## config.mk

```make
export PLATFORM = sky130hd
export DESIGN_NAME = flash_arbiter_flat
export DESIGN_NICKNAME = d
export VERILOG_FILES = /design/src/rtl/flash_arbiter_if.sv /design/src/rtl/flash_arbiter.sv /design/src/flat_wrapper.sv
export SDC_FILE = /design/constraint.sdc
export NUM_CORES = 1
export LEC_CHECK = 0
export BUFFER_PORTS_ARGS = -buffer_cell sky130_fd_sc_hd__buf_2
export CAP_MARGIN = 20
export CORE_ASPECT_RATIO = 1.1
export CORE_MARGIN = 10
export CORE_UTILIZATION = 30
export DETAILED_ROUTE_END_ITERATION = 16
export SLEW_MARGIN = 0
export SYNTH_ARGS = -nofsm -noshare
export SYNTH_HDL_FRONTEND = slang
export SYNTH_SLANG_ARGS = --single-unit
export TNS_END_PERCENT = 10
```

## constraint.sdc

```tcl
create_clock -name clk -period 9.6 [get_ports clk]
set_input_delay 0.96 -clock clk [delete_from_list [all_inputs] [get_ports clk]]
set_output_delay 0.96 -clock clk [all_outputs]
set_load 0.01 [all_outputs]
```

## src/rtl/flash_arbiter_if.sv

```systemverilog
// Requester and Avalon-MM flash signals shared by flash_arbiter and its environment.
// master: the arbiter side; slave: the requesters plus the flash device.
interface flash_arbiter_if;
  localparam int unsigned AW = 23;
  localparam int unsigned DW = 32;

  logic          r0_req;
  logic [AW-1:0] r0_addr;
  logic          r0_ack;
  logic [DW-1:0] r0_rdata;
  logic          r0_rvalid;
  logic          r0_err;

  logic          r1_req;
  logic [AW-1:0] r1_addr;
  logic          r1_ack;
  logic [DW-1:0] r1_rdata;
  logic          r1_rvalid;
  logic          r1_err;

  logic          flash_mem_read;
  logic [AW-1:0] flash_mem_address;
  logic          flash_mem_waitrequest;
  logic [DW-1:0] flash_mem_readdata;
  logic          flash_mem_readdatavalid;
  logic          flash_mem_write;
  logic [6:0]    flash_mem_burstcount;
  logic [3:0]    flash_mem_byteenable;
  logic [DW-1:0] flash_mem_writedata;

  logic          busy;

  modport master (
    input  r0_req, r0_addr, r1_req, r1_addr,
    input  flash_mem_waitrequest, flash_mem_readdata, flash_mem_readdatavalid,
    output r0_ack, r0_rdata, r0_rvalid, r0_err,
    output r1_ack, r1_rdata, r1_rvalid, r1_err,
    output flash_mem_read, flash_mem_address, flash_mem_write,
    output flash_mem_burstcount, flash_mem_byteenable, flash_mem_writedata,
    output busy
  );

  modport slave (
    output r0_req, r0_addr, r1_req, r1_addr,
    output flash_mem_waitrequest, flash_mem_readdata, flash_mem_readdatavalid,
    input  r0_ack, r0_rdata, r0_rvalid, r0_err,
    input  r1_ack, r1_rdata, r1_rvalid, r1_err,
    input  flash_mem_read, flash_mem_address, flash_mem_write,
    input  flash_mem_burstcount, flash_mem_byteenable, flash_mem_writedata,
    input  busy
  );
endinterface

```

## src/rtl/flash_arbiter.sv

```systemverilog
// Two-port round-robin arbiter running one single-word Avalon-MM flash read per grant,
// with a watchdog that aborts reads the flash never completes.
module flash_arbiter #(
  parameter int unsigned TIMEOUT = 255
) (
  input  logic           clk,
  input  logic           rst,
  flash_arbiter_if.master bus
);
  localparam int unsigned AW = 23;
  localparam int unsigned DW = 32;
  localparam int unsigned CW = 16;
  localparam logic [CW-1:0] TO_LAST = CW'(TIMEOUT - 1);

  typedef enum logic [1:0] {IDLE, ISSUE, WAIT_DATA, RESP} state_t;

  state_t        state_q, state_d;
  logic          owner_q, owner_d;     // current owner, doubles as last_grant
  logic [CW-1:0] cnt_q, cnt_d;
  logic          read_q, read_d;
  logic [AW-1:0] addr_q, addr_d;
  logic [1:0]    ack_q, ack_d;
  logic [1:0]    rvalid_q, rvalid_d;
  logic [1:0]    err_q, err_d;
  logic [DW-1:0] rdata0_q, rdata0_d;
  logic [DW-1:0] rdata1_q, rdata1_d;
  logic          busy_q;
  logic          grant_c;
  logic          timeout_c;

  // State register and registered outputs
  always_ff @(posedge clk or posedge rst) begin
    if (rst) begin
      state_q  <= IDLE;
      owner_q  <= 1'b1;
      cnt_q    <= '0;
      read_q   <= 1'b0;
      addr_q   <= '0;
      ack_q    <= '0;
      rvalid_q <= '0;
      err_q    <= '0;
      rdata0_q <= '0;
      rdata1_q <= '0;
      busy_q   <= 1'b0;
    end else begin
      state_q  <= state_d;
      owner_q  <= owner_d;
      cnt_q    <= cnt_d;
      read_q   <= read_d;
      addr_q   <= addr_d;
      ack_q    <= ack_d;
      rvalid_q <= rvalid_d;
      err_q    <= err_d;
      rdata0_q <= rdata0_d;
      rdata1_q <= rdata1_d;
      busy_q   <= (state_d != IDLE);
    end
  end

  // Next-state and next-output logic
  always_comb begin
    state_d   = state_q;
    owner_d   = owner_q;
    cnt_d     = cnt_q;
    read_d    = read_q;
    addr_d    = addr_q;
    ack_d     = '0;
    rvalid_d  = '0;
    err_d     = '0;
    rdata0_d  = rdata0_q;
    rdata1_d  = rdata1_q;
    grant_c   = 1'b0;
    timeout_c = (cnt_q == TO_LAST);

    case (state_q)
      IDLE: begin
        // A tie goes to the port that was not served last
        grant_c = (bus.r0_req && bus.r1_req) ? ~owner_q : bus.r1_req;
        if (bus.r0_req || bus.r1_req) begin
          owner_d        = grant_c;
          addr_d         = grant_c ? bus.r1_addr : bus.r0_addr;
          read_d         = 1'b1;
          cnt_d          = '0;
          ack_d[grant_c] = 1'b1;
          state_d        = ISSUE;
        end
      end

      ISSUE, WAIT_DATA: begin
        cnt_d = cnt_q + CW'(1);
        if (timeout_c) begin
          read_d            = 1'b0;
          rvalid_d[owner_q] = 1'b1;
          err_d[owner_q]    = 1'b1;
          if (owner_q) rdata1_d = '0;
          else         rdata0_d = '0;
          state_d           = RESP;
        end else if (state_q == ISSUE) begin
          if (!bus.flash_mem_waitrequest) begin
            read_d  = 1'b0;
            state_d = WAIT_DATA;
          end
        end else if (bus.flash_mem_readdatavalid) begin
          rvalid_d[owner_q] = 1'b1;
          if (owner_q) rdata1_d = bus.flash_mem_readdata;
          else         rdata0_d = bus.flash_mem_readdata;
          state_d           = RESP;
        end
      end

      RESP:    state_d = IDLE;
      default: state_d = IDLE;
    endcase
  end

  assign bus.r0_ack    = ack_q[0];
  assign bus.r0_rvalid = rvalid_q[0];
  assign bus.r0_err    = err_q[0];
  assign bus.r0_rdata  = rdata0_q;
  assign bus.r1_ack    = ack_q[1];
  assign bus.r1_rvalid = rvalid_q[1];
  assign bus.r1_err    = err_q[1];
  assign bus.r1_rdata  = rdata1_q;

  assign bus.flash_mem_read       = read_q;
  assign bus.flash_mem_address    = addr_q;
  assign bus.flash_mem_write      = 1'b0;
  assign bus.flash_mem_burstcount = 7'd1;
  assign bus.flash_mem_byteenable = 4'hF;
  assign bus.flash_mem_writedata  = '0;
  assign bus.busy                 = busy_q;
endmodule

```

## src/flat_wrapper.sv

```systemverilog
// flat-port wrapper written by rule: the top's interface ports become plain ports
module flash_arbiter_flat 
#(
  parameter int unsigned TIMEOUT = 255
)
  (clk, rst, bus_r0_req, bus_r0_addr, bus_r1_req, bus_r1_addr, bus_flash_mem_waitrequest, bus_flash_mem_readdata, bus_flash_mem_readdatavalid, bus_r0_ack, bus_r0_rdata, bus_r0_rvalid, bus_r0_err, bus_r1_ack, bus_r1_rdata, bus_r1_rvalid, bus_r1_err, bus_flash_mem_read, bus_flash_mem_address, bus_flash_mem_write, bus_flash_mem_burstcount, bus_flash_mem_byteenable, bus_flash_mem_writedata, bus_busy);
  flash_arbiter_if bus_i ();
  input  logic clk;
  input  logic rst;
  input wire logic [$bits(bus_i.r0_req)-1:0] bus_r0_req;
  input wire logic [$bits(bus_i.r0_addr)-1:0] bus_r0_addr;
  input wire logic [$bits(bus_i.r1_req)-1:0] bus_r1_req;
  input wire logic [$bits(bus_i.r1_addr)-1:0] bus_r1_addr;
  input wire logic [$bits(bus_i.flash_mem_waitrequest)-1:0] bus_flash_mem_waitrequest;
  input wire logic [$bits(bus_i.flash_mem_readdata)-1:0] bus_flash_mem_readdata;
  input wire logic [$bits(bus_i.flash_mem_readdatavalid)-1:0] bus_flash_mem_readdatavalid;
  output wire logic [$bits(bus_i.r0_ack)-1:0] bus_r0_ack;
  output wire logic [$bits(bus_i.r0_rdata)-1:0] bus_r0_rdata;
  output wire logic [$bits(bus_i.r0_rvalid)-1:0] bus_r0_rvalid;
  output wire logic [$bits(bus_i.r0_err)-1:0] bus_r0_err;
  output wire logic [$bits(bus_i.r1_ack)-1:0] bus_r1_ack;
  output wire logic [$bits(bus_i.r1_rdata)-1:0] bus_r1_rdata;
  output wire logic [$bits(bus_i.r1_rvalid)-1:0] bus_r1_rvalid;
  output wire logic [$bits(bus_i.r1_err)-1:0] bus_r1_err;
  output wire logic [$bits(bus_i.flash_mem_read)-1:0] bus_flash_mem_read;
  output wire logic [$bits(bus_i.flash_mem_address)-1:0] bus_flash_mem_address;
  output wire logic [$bits(bus_i.flash_mem_write)-1:0] bus_flash_mem_write;
  output wire logic [$bits(bus_i.flash_mem_burstcount)-1:0] bus_flash_mem_burstcount;
  output wire logic [$bits(bus_i.flash_mem_byteenable)-1:0] bus_flash_mem_byteenable;
  output wire logic [$bits(bus_i.flash_mem_writedata)-1:0] bus_flash_mem_writedata;
  output wire logic [$bits(bus_i.busy)-1:0] bus_busy;
  assign bus_i.r0_req = bus_r0_req;
  assign bus_i.r0_addr = bus_r0_addr;
  assign bus_i.r1_req = bus_r1_req;
  assign bus_i.r1_addr = bus_r1_addr;
  assign bus_i.flash_mem_waitrequest = bus_flash_mem_waitrequest;
  assign bus_i.flash_mem_readdata = bus_flash_mem_readdata;
  assign bus_i.flash_mem_readdatavalid = bus_flash_mem_readdatavalid;
  assign bus_r0_ack = bus_i.r0_ack;
  assign bus_r0_rdata = bus_i.r0_rdata;
  assign bus_r0_rvalid = bus_i.r0_rvalid;
  assign bus_r0_err = bus_i.r0_err;
  assign bus_r1_ack = bus_i.r1_ack;
  assign bus_r1_rdata = bus_i.r1_rdata;
  assign bus_r1_rvalid = bus_i.r1_rvalid;
  assign bus_r1_err = bus_i.r1_err;
  assign bus_flash_mem_read = bus_i.flash_mem_read;
  assign bus_flash_mem_address = bus_i.flash_mem_address;
  assign bus_flash_mem_write = bus_i.flash_mem_write;
  assign bus_flash_mem_burstcount = bus_i.flash_mem_burstcount;
  assign bus_flash_mem_byteenable = bus_i.flash_mem_byteenable;
  assign bus_flash_mem_writedata = bus_i.flash_mem_writedata;
  assign bus_busy = bus_i.busy;
  flash_arbiter #(.TIMEOUT(TIMEOUT)) u_core (.clk(clk), .rst(rst), .bus(bus_i));
endmodule
```

==> results.py, run 1 <==
metrics = {
    "job": {
        "maxCapViolCount": 0,
    },
    "clock_tree": {
        "clk_latency_ns": 0.40,
        "cts_sinks": 114,
        "clock-root-buffer": "clkbuf_16",
        "post-cts-setup-buffers": 0,
        "cts.clk_slew.worst_paths_ns": 0.06,
        "cts_tree": "done",
        "clock_path_buffers": 2,
        "htree_levels": 4,
        "holdBufCountCts": 0,
        "post_cts_resized": 0,
        "numCtsBuffers": 17,
    },
    "finish": {
        "multiInputGateArea_sq_um": 1920,
        "nFillCells": 1611,
        "fin_nets": 702,
        "n_antenna_cell": 0,
        "post-route-util_pct": 40.2,
        "regArea_sq_um": 2850,
        "syn2layout_area_growth_pct": 30.9,
        "layout_commonest_cell": "buf_2",
        "mostFrequentLayoutCells": "buf_2, dfrtp_1, a22o_1",
        "drive_gt1_share_pct": 36.3,
    },
    "setup_path": {
        "crit_path_start": "u_core.state_q[0]",
        "critPathKind": "flop to flop",
        "cp-end-kind": "flop",
        "worst-path-max-fanout": 49,
        "cp_data_required_time_ns": 9.93,
        "ff2ff_setup_slack_ns": 6.95,
        "slowest_delay_ns": 0.83,
        "worstReg2RegStart": "u_core.state_q[0]",
        "timing.rr.end": "u_core.bus.flash_mem_read",
        "path_cells": "inv_1, ha_1, o21ai_2, buf_4, nor2_1, o22ai_1, a21oi_1",
        "ff2ff_path_depth": 7,
        "crit_arrival_ns": 2.97,
        "startpoint_type": "flop",
        "slowest_stage": "nor2_1",
    },
    "yosys": {
        "ys_types": 49,
        "yosys.area_share.simple_pct": 9.51,
        "synthXorXnorAreaFrac_pct": 1.39,
        "yosysWarnings": 0,
        "synthCells": 436,
        "synthMuxAreaShare_pct": 4.36,
        "syn_avg_cell_area_sq_um": 11.6,
        "synth-compound-area-share_pct": 17.8,
        "ys.flop_type": "dfrtp_1",
        "yosys_register_bits": 114,
        "synth-edff-count": 0,
        "async_flop_share_pct": 100,
        "ys_seq_area_share_pct": 56.5,
        "synth_fa_ha_area_share_pct": 1.24,
        "netlist_area_sq_um": 5050,
        "synth_top_family_by_area": "compound AO/OA/AOI/OAI gates",
    },
    "timing": {
        "min_period_ns": 2.65,
        "skew_ns": 0.0127,
        "period_share_pct": 27.6,
        "rsz0062_at_grt": "false",
        "worst_slew_pin_slew_ns": 1.04,
        "drv_slew": 0,
        "setup_viol": 0,
        "timing.fmax_mhz": 378,
        "slew_headroom_pct": 30.6,
        "finalSetupTns_ns": 0,
        "finalHoldViolCount": 0,
    },
    "floorplan": {
        "initial_core_util_pct": 30.7,
        "die_w_microns": 144,
        "die-area_sq_um": 22400,
        "die_h_microns": 156,
        "core_sq_um": 16400,
        "pin_count": 223,
        "rows": 49,
    },
    "routing": {
        "met3WireLength_mm": 1.26,
        "ant_nets": 0,
        "finalWirelength_mm": 14.7,
        "drcViolationCount": 0,
        "vias_per_cell": 4.84,
        "dr.pass1.iters": 4,
        "drtIter0Drc": 214,
        "wl_met2_mm": 7.06,
        "routedWlPerCell_microns": 17.7,
        "wl_met1_mm": 6.17,
        "highest_layer": "met4",
        "vias": 4015,
    },
    "worst_hold_path": {
        "holdPathEnd": "u_core.bus.flash_mem_address[22]",
        "worstHoldStart": "u_core.bus.flash_mem_address[22]",
        "min_path_type": "flop to flop",
        "hold_depth": 2,
    },
    "placement": {
        "io_buffers": 178,
        "gp_congestion": 0.823,
        "dpl.hpwl_mm": 10.6,
    },
    "global_route": {
        "overflow": 0,
        "grt_pass1_vias": 4244,
        "track_usage_pct": 12.6,
        "antenna_found_initial": 0,
        "grt_pass1_wl_mm": 22.8,
        "grt_start_max_net_pins": 61,
    },
    "power_and_ir_drop": {
        "power_density_nw_per_um2": 333,
        "p_leak_nw": 3.45,
        "irDropWorstVdd_mv": 0.119,
        "p_total_mw": 2.20,
    },
    "status": {
        "status": "finished, final reports clean",
    },
}
## report_power, final
| part | internal, mW | total [mW] | switching (mW) |
|---|---|---|---|
| clock | 0.434 | 0.649 | 0.215 |
| combinational | 0.328 | 0.765 | 0.437 |
| sequential | 0.676 | 0.789 | 0.112 |
## through the flow
stage	area, sq um	hold WS (ns)	worst slack (ns)	instances
floorplan	5210	0.507	5.63	478
global placement	6000	0.455	7.02	798
detailed placement	6000	0.460	6.91	798
CTS	6610	0.472	6.97	829
global route	6610	0.506	6.73	829
finish	6610	0.467	6.95	829
## worst max-delay path: cells and delay by family, from the launching register on
family          cells  cell delay [ns]
buf+inv             2             0.41
fa+ha+maj           1             0.48
compound gates      3             0.44
flops               1             0.41
simple gates        1             0.83
## cells in the mapped netlist (3+ instances only)
| library cell | number | area, sq um |
|---|---|---|
| inv_1 | 8 | 30.0 |
| o21ai_0 | 29 | 145 |
| nor2_1 | 14 | 52.6 |
| buf_4 | 44 | 330 |
| nand3_1 | 5 | 25.0 |
| nand4_1 | 4 | 25.0 |
| clkbuf_1 | 19 | 71.3 |
| nand2_1 | 31 | 116 |
| ha_1 | 5 | 62.6 |
| and2_1 | 3 | 18.8 |
| mux2i_1 | 22 | 220 |
| xor2_1 | 4 | 35.0 |
| nor2b_1 | 3 | 18.8 |
| or3_1 | 3 | 18.8 |
| a21oi_1 | 12 | 60.1 |
| a22o_1 | 64 | 561 |
| o31ai_1 | 4 | 30.0 |
| nor3_1 | 3 | 15.0 |
| buf_2 | 5 | 25.0 |
| xnor2_1 | 4 | 35.0 |
| dfrtp_1 | 113 | 2830 |
| or4_1 | 4 | 30.0 |
## cell families (layout without fill, tap and decap cells)
family          Yosys count  after routing
mux                      22             22
other cells               2             44
buf+inv                  76            223
fa+ha+maj                 5              5
simple gates             87             87
flops                   114            114
xor+xnor                  8              8
compound gates          122            122
## metal layers
metal / GRT usage [%] / vias to the layer above
met5: 0 / -
met4: 3.80 / 0
li1: - / 1855
met2: 20.6 / 197
met1: 15.1 / 1947
met3: 4.87 / 16
## area by class of cell
| class | count | share of cell area (%) |
|---|---|---|
| Tap cell | 204 | 3.86 |
| Multi-Input combinational cell | 288 | 29.0 |
| Clock buffer | 23 | 7.38 |
| Clock inverter | 8 | 1.91 |
| Timing Repair Buffer | 184 | 14.2 |
| Sequential cell | 114 | 43.2 |
| Inverter | 8 | 0.492 |
## registers in the layout, indices dropped and copies added, names as in the netlist
register,count
u_core.bus.busy,1
u_core.cnt_q,16
u_core.state_q,2
u_core.bus.flash_mem_address,23
u_core.bus.flash_mem_read,1
u_core.rvalid_q,2
u_core.err_q,2
u_core.bus.r0_rdata,32
u_core.bus.r1_rdata,32
u_core.ack_q,2
u_core.owner_q,1
## how the worst max path moves through the flow
stage,to,slack (ns),cells after the start
3_5_place_dp,u_core.bus.flash_mem_read,6.91,6
2_1_floorplan,u_core.ack_q[0],5.63,1
4_1_cts,u_core.bus.flash_mem_read,6.97,7
3_3_place_gp,u_core.bus.flash_mem_read,7.02,6
6_report,u_core.bus.flash_mem_read,6.95,7
5_1_grt,u_core.bus.flash_mem_read,6.73,7
No activity file was read; power rests on OpenSTA's default activity.
==> run 2, diff against run 1 <==
- clock period: 9.6 -> 2.59 ns (I/O delays scaled with it)
==> results.py, run 2 (synthesized netlist as in run 1, its figures left out) <==
metrics = {
    "finish": {
        "layout_commonest_cell": "buf_2",
        "mostFrequentLayoutCells": "buf_2, dfrtp_1, a22o_1",
        "fin_nets": 711,
        "syn2layout_area_growth_pct": 32.6,
        "fin_area_sq_um": 6700,
        "post-route-util_pct": 40.7,
        "instances_no_fill": 838,
        "drive_gt1_share_pct": 37.1,
    },
    "routing": {
        "dr.pass1.iters": 4,
        "vias_per_cell": 4.73,
        "routedWlPerCell_microns": 17.3,
        "vias": 3966,
        "drtIter0Drc": 196,
        "drcViolationCount": 0,
        "ant_nets": 0,
        "finalWirelength_mm": 14.5,
    },
    "job": {
        "maxCapViolCount": 0,
    },
    "floorplan": {
        "die_h_microns": 156,
        "core_sq_um": 16400,
        "die_w_microns": 144,
        "die-area_sq_um": 22400,
        "pin_count": 223,
        "initial_core_util_pct": 30.7,
        "rows": 49,
    },
    "timing": {
        "finalSetupTns_ns": 0,
        "fin_hold_ws_ns": -0.00464,
        "setup_viol": 0,
        "slew_headroom_pct": 46.1,
        "finalHoldViolCount": 4,
        "rsz0062_at_grt": "false",
        "worst_slew_pin_slew_ns": 0.807,
        "period_share_pct": 89.2,
        "timing.fmax_mhz": 433,
        "skew_ns": 0.00844,
        "min_period_ns": 2.31,
        "drv_slew": 0,
    },
    "setup_path": {
        "ff2ff_path_depth": 7,
        "critPathKind": "flop to flop",
        "cp_data_required_time_ns": 2.92,
        "ff2ff_setup_slack_ns": 0.28,
        "crit_arrival_ns": 2.64,
        "startpoint_type": "flop",
        "cp-end-kind": "flop",
        "worst-path-max-fanout": 8,
    },
    "clock_tree": {
        "cts_sinks": 114,
        "post_cts_resized": 0,
        "numCtsBuffers": 17,
        "clk_latency_ns": 0.41,
        "cts.clk_slew.worst_paths_ns": 0.06,
        "clock-root-buffer": "clkbuf_16",
        "holdBufCountCts": 0,
        "clock_path_buffers": 2,
        "post-cts-setup-buffers": 0,
        "htree_levels": 4,
        "cts_tree": "done",
    },
    "worst_hold_path": {
        "min_path_type": "input pin to async pin",
    },
    "global_route": {
        "grt_pass1_vias": 4267,
        "overflow": 0,
        "antenna_found_initial": 2,
        "grt_start_max_net_pins": 55,
        "track_usage_pct": 12.5,
        "grt_pass1_wl_mm": 22.3,
    },
    "placement": {
        "io_buffers": 178,
        "dpl.hpwl_mm": 11.0,
        "placed_area_sq_um": 6120,
        "placed_cells": 807,
        "gp_congestion": 0.743,
    },
    "power_and_ir_drop": {
        "p_leak_nw": 3.49,
        "irDropWorstVdd_mv": 0.490,
        "power_density_nw_per_um2": 1220,
    },
    "status": {
        "violations": "hold timing",
        "status": "complete, but fails checks",
    },
}
-- run 2: cell count changes in the layout (fill, tap and decap cells not counted) --
| cell | delta |
|---|---|
| buf_4 | +6 |
| clkbuf_8 | -4 |
| clkinv_2 | +3 |
| buf_16 | +2 |
| clkinvlp_4 | +2 |
| buf_12 | +1 |
| clkinv_4 | -1 |
| diode_2 | +1 |
| inv_4 | -1 |
-- run 2: final timing paths --
path,from,to
worst max-delay path,u_core.state_q[1],u_core.cnt_q[14]
worst min-delay path,rst,u_core.cnt_q[14]
worst max register to register,u_core.state_q[1],u_core.cnt_q[14]
worst min register to register,u_core.bus.flash_mem_address[22],u_core.bus.flash_mem_address[22]
max in group asynchronous,rst,u_core.bus.flash_mem_address[2]
min in group clk,bus_r0_addr[22],u_core.bus.flash_mem_address[22]
-- run 2: final cells by class --
cell class / count / area [sq um]
clock buffers: 19 / 433
well taps: 204 / 255
inverters: 8 / 33.8
fillers: 1581 / 9740
diodes: 1 / 2.50
multi-input cells: 288 / 1920
repair buffers: 193 / 1060
flip-flops and latches: 114 / 2850
clock inverters: 11 / 140
-- run 2: report_power, final --
| group | switching, mW | leakage, nW | internal (mW) |
|---|---|---|---|
| Sequential | 0.424 | 1.45 | 2.51 |
| Clock | 0.802 | 0.270 | 1.49 |
| Combinational | 1.61 | 1.77 | 1.32 |
| Total | 2.84 | 3.49 | 5.32 |
-- run 2: critical path: stages, from the launching register on --
cell,delay (ns)
dfrtp_1,0.40
inv_1,0.08
ha_1,0.39
buf_4,0.17
o21ai_0,0.17
nand2b_1,0.30
or4_1,0.54
a21oi_1,0.16
-- run 2: metrics by stage --
stage               setup slack [ns]  power (mW)
global placement               0.206        5.76
finish                         0.280        8.16
detailed placement             0.310        5.93
CTS                            0.292        8.27
global route                   0.124        8.69
floorplan                      0.602        4.62
-- run 2: per-layer routing --
metal | share of wire [%] | vias up | GRT usage (%)
met4 | 1.4 | 2 | 4.33
met5 | 0.090 | - | 0
met2 | 51 | 122 | 21.4
met3 | 7.4 | 20 | 4.81
met1 | 40 | 1962 | 13.7
li1 | - | 1860 | -
==> run 3, diff against run 2 <==
==> constraint.sdc (replaced) <==
create_clock -name clk -period 2.59 [get_ports clk]
set_input_delay 0.1295 -clock clk [delete_from_list [all_inputs] [get_ports clk]]
set_output_delay 0.1295 -clock clk [all_outputs]
set_load 0.01 [all_outputs]
==> results.py, run 3 (synthesized netlist as in run 1, its figures left out) <==
metrics = {
    "placement": {
        "dp_slack_ns": 0.279,
        "dpl.hpwl_mm": 11.1,
        "io_buffers": 178,
        "placed_area_sq_um": 6110,
        "gp_congestion": 0.729,
    },
    "power_and_ir_drop": {
        "power_density_nw_per_um2": 1170,
        "p_total_mw": 8.35,
        "irDropWorstVdd_mv": 0.516,
        "p_leak_nw": 3.67,
    },
    "routing": {
        "ant_nets": 0,
        "drtIter0Drc": 173,
        "dr.pass1.iters": 4,
        "vias": 4157,
        "vias_per_cell": 4.73,
        "finalWirelength_mm": 15.1,
        "drcViolationCount": 0,
        "routedWlPerCell_microns": 17.2,
    },
    "status": {
        "status": "finished, final reports clean",
    },
    "finish": {
        "syn2layout_area_growth_pct": 41.0,
        "mostFrequentLayoutCells": "buf_2, dfrtp_1, a22o_1",
        "layout_commonest_cell": "buf_2",
        "drive_gt1_share_pct": 35.0,
        "fin_area_sq_um": 7120,
        "fin_nets": 748,
    },
    "timing": {
        "rsz0062_at_grt": "false",
        "slew_headroom_pct": 51.7,
        "skew_ns": 0.00838,
        "drv_slew": 0,
        "fin_ws_ns": 0.235,
        "timing.fmax_mhz": 425,
        "finalSetupTns_ns": 0,
        "setup_viol": 0,
        "finalHoldViolCount": 0,
        "worst_slew_pin_slew_ns": 0.725,
        "period_share_pct": 90.9,
        "min_period_ns": 2.36,
    },
    "global_route": {
        "track_usage_pct": 13.3,
        "grt_pass1_vias": 4549,
        "grt_start_max_net_pins": 55,
        "overflow": 0,
        "antenna_found_initial": 3,
        "grt_pass1_wl_mm": 23.9,
    },
    "floorplan": {
        "core_sq_um": 16400,
        "rows": 49,
        "die_h_microns": 156,
        "initial_core_util_pct": 30.7,
        "die_w_microns": 144,
        "die-area_sq_um": 22400,
        "pin_count": 223,
    },
    "clock_tree": {
        "post_cts_resized": 0,
        "clk_latency_ns": 0.40,
        "post-cts-setup-buffers": 0,
        "cts.clk_slew.worst_paths_ns": 0.05,
        "clock_path_buffers": 2,
        "cts_sinks": 114,
        "cts_tree": "done",
        "numCtsBuffers": 17,
        "htree_levels": 4,
        "clock-root-buffer": "clkbuf_16",
        "holdBufCountCts": 38,
    },
    "worst_hold_path": {
        "min_path_type": "input pin to flop",
    },
    "setup_path": {
        "crit_arrival_ns": 2.68,
        "worst-path-max-fanout": 13,
        "cp-end-kind": "flop",
        "cp_data_required_time_ns": 2.91,
        "startpoint_type": "flop",
        "critPathKind": "flop to flop",
    },
    "job": {
        "maxCapViolCount": 0,
    },
}
==> run 3: worst max-delay path, cell delays in order (launching register included) <==
cell,delay [ns]
dfrtp_1,0.40
inv_1,0.08
ha_1,0.49
o21ai_0,0.26
nand2b_1,0.32
or4_1,0.55
a21oi_1,0.16
==> run 3: metal layers <==
metal | global-route usage, % | vias to the layer above | routed length (microns)
met5 | 0 | - | 13
li1 | - | 1943 | -
met2 | 23.7 | 151 | 7980
met1 | 13.9 | 2037 | 5680
met4 | 4.53 | 2 | 300
met3 | 5.33 | 24 | 1150
==> run 3: final timing paths <==
check                                                       from                               end  cells past startpoint  slack (ns)
worst max register to register                 u_core.state_q[1]                  u_core.cnt_q[12]                      6        0.23
worst max-delay path                           u_core.state_q[1]                  u_core.cnt_q[12]                      6        0.23
min in group asynchronous                                    rst           u_core.bus.r1_rdata[28]                      3        0.23
worst min-delay path                              bus_r0_addr[4]   u_core.bus.flash_mem_address[4]                      3        0.02
worst min register to register  u_core.bus.flash_mem_address[22]  u_core.bus.flash_mem_address[22]                      2        0.46
max in group asynchronous                                    rst           u_core.bus.r0_rdata[14]                      4        1.48
==> run 3: area by class of cell <==
| class | instances | area (sq um) |
|---|---|---|
| inverters | 8 | 33.8 |
| fillers | 1520 | 9310 |
| clock inverters | 10 | 156 |
| repair buffers | 230 | 1430 |
| flip-flops and latches | 114 | 2850 |
| diodes | 3 | 7.51 |
| multi-input cells | 288 | 1920 |
| clock buffers | 22 | 464 |
| well taps | 204 | 255 |
==> run 3: power breakdown <==
| group | switching [mW] | internal [mW] |
|---|---|---|
| clock network | 0.801 | 1.65 |
| registers | 0.424 | 2.51 |
| logic | 1.62 | 1.34 |
| total | 2.85 | 5.51 |
==> run 3: per-stage QoR <==
stage	util, %	hold slack (ns)	cells
finish	43.3	0.0205	879
global route	43.3	0.0231	877
CTS	43.3	0.00348	876
detailed placement	37.2	0.102	806
global placement	36.9	0.0961	804
floorplan	-	0.253	478
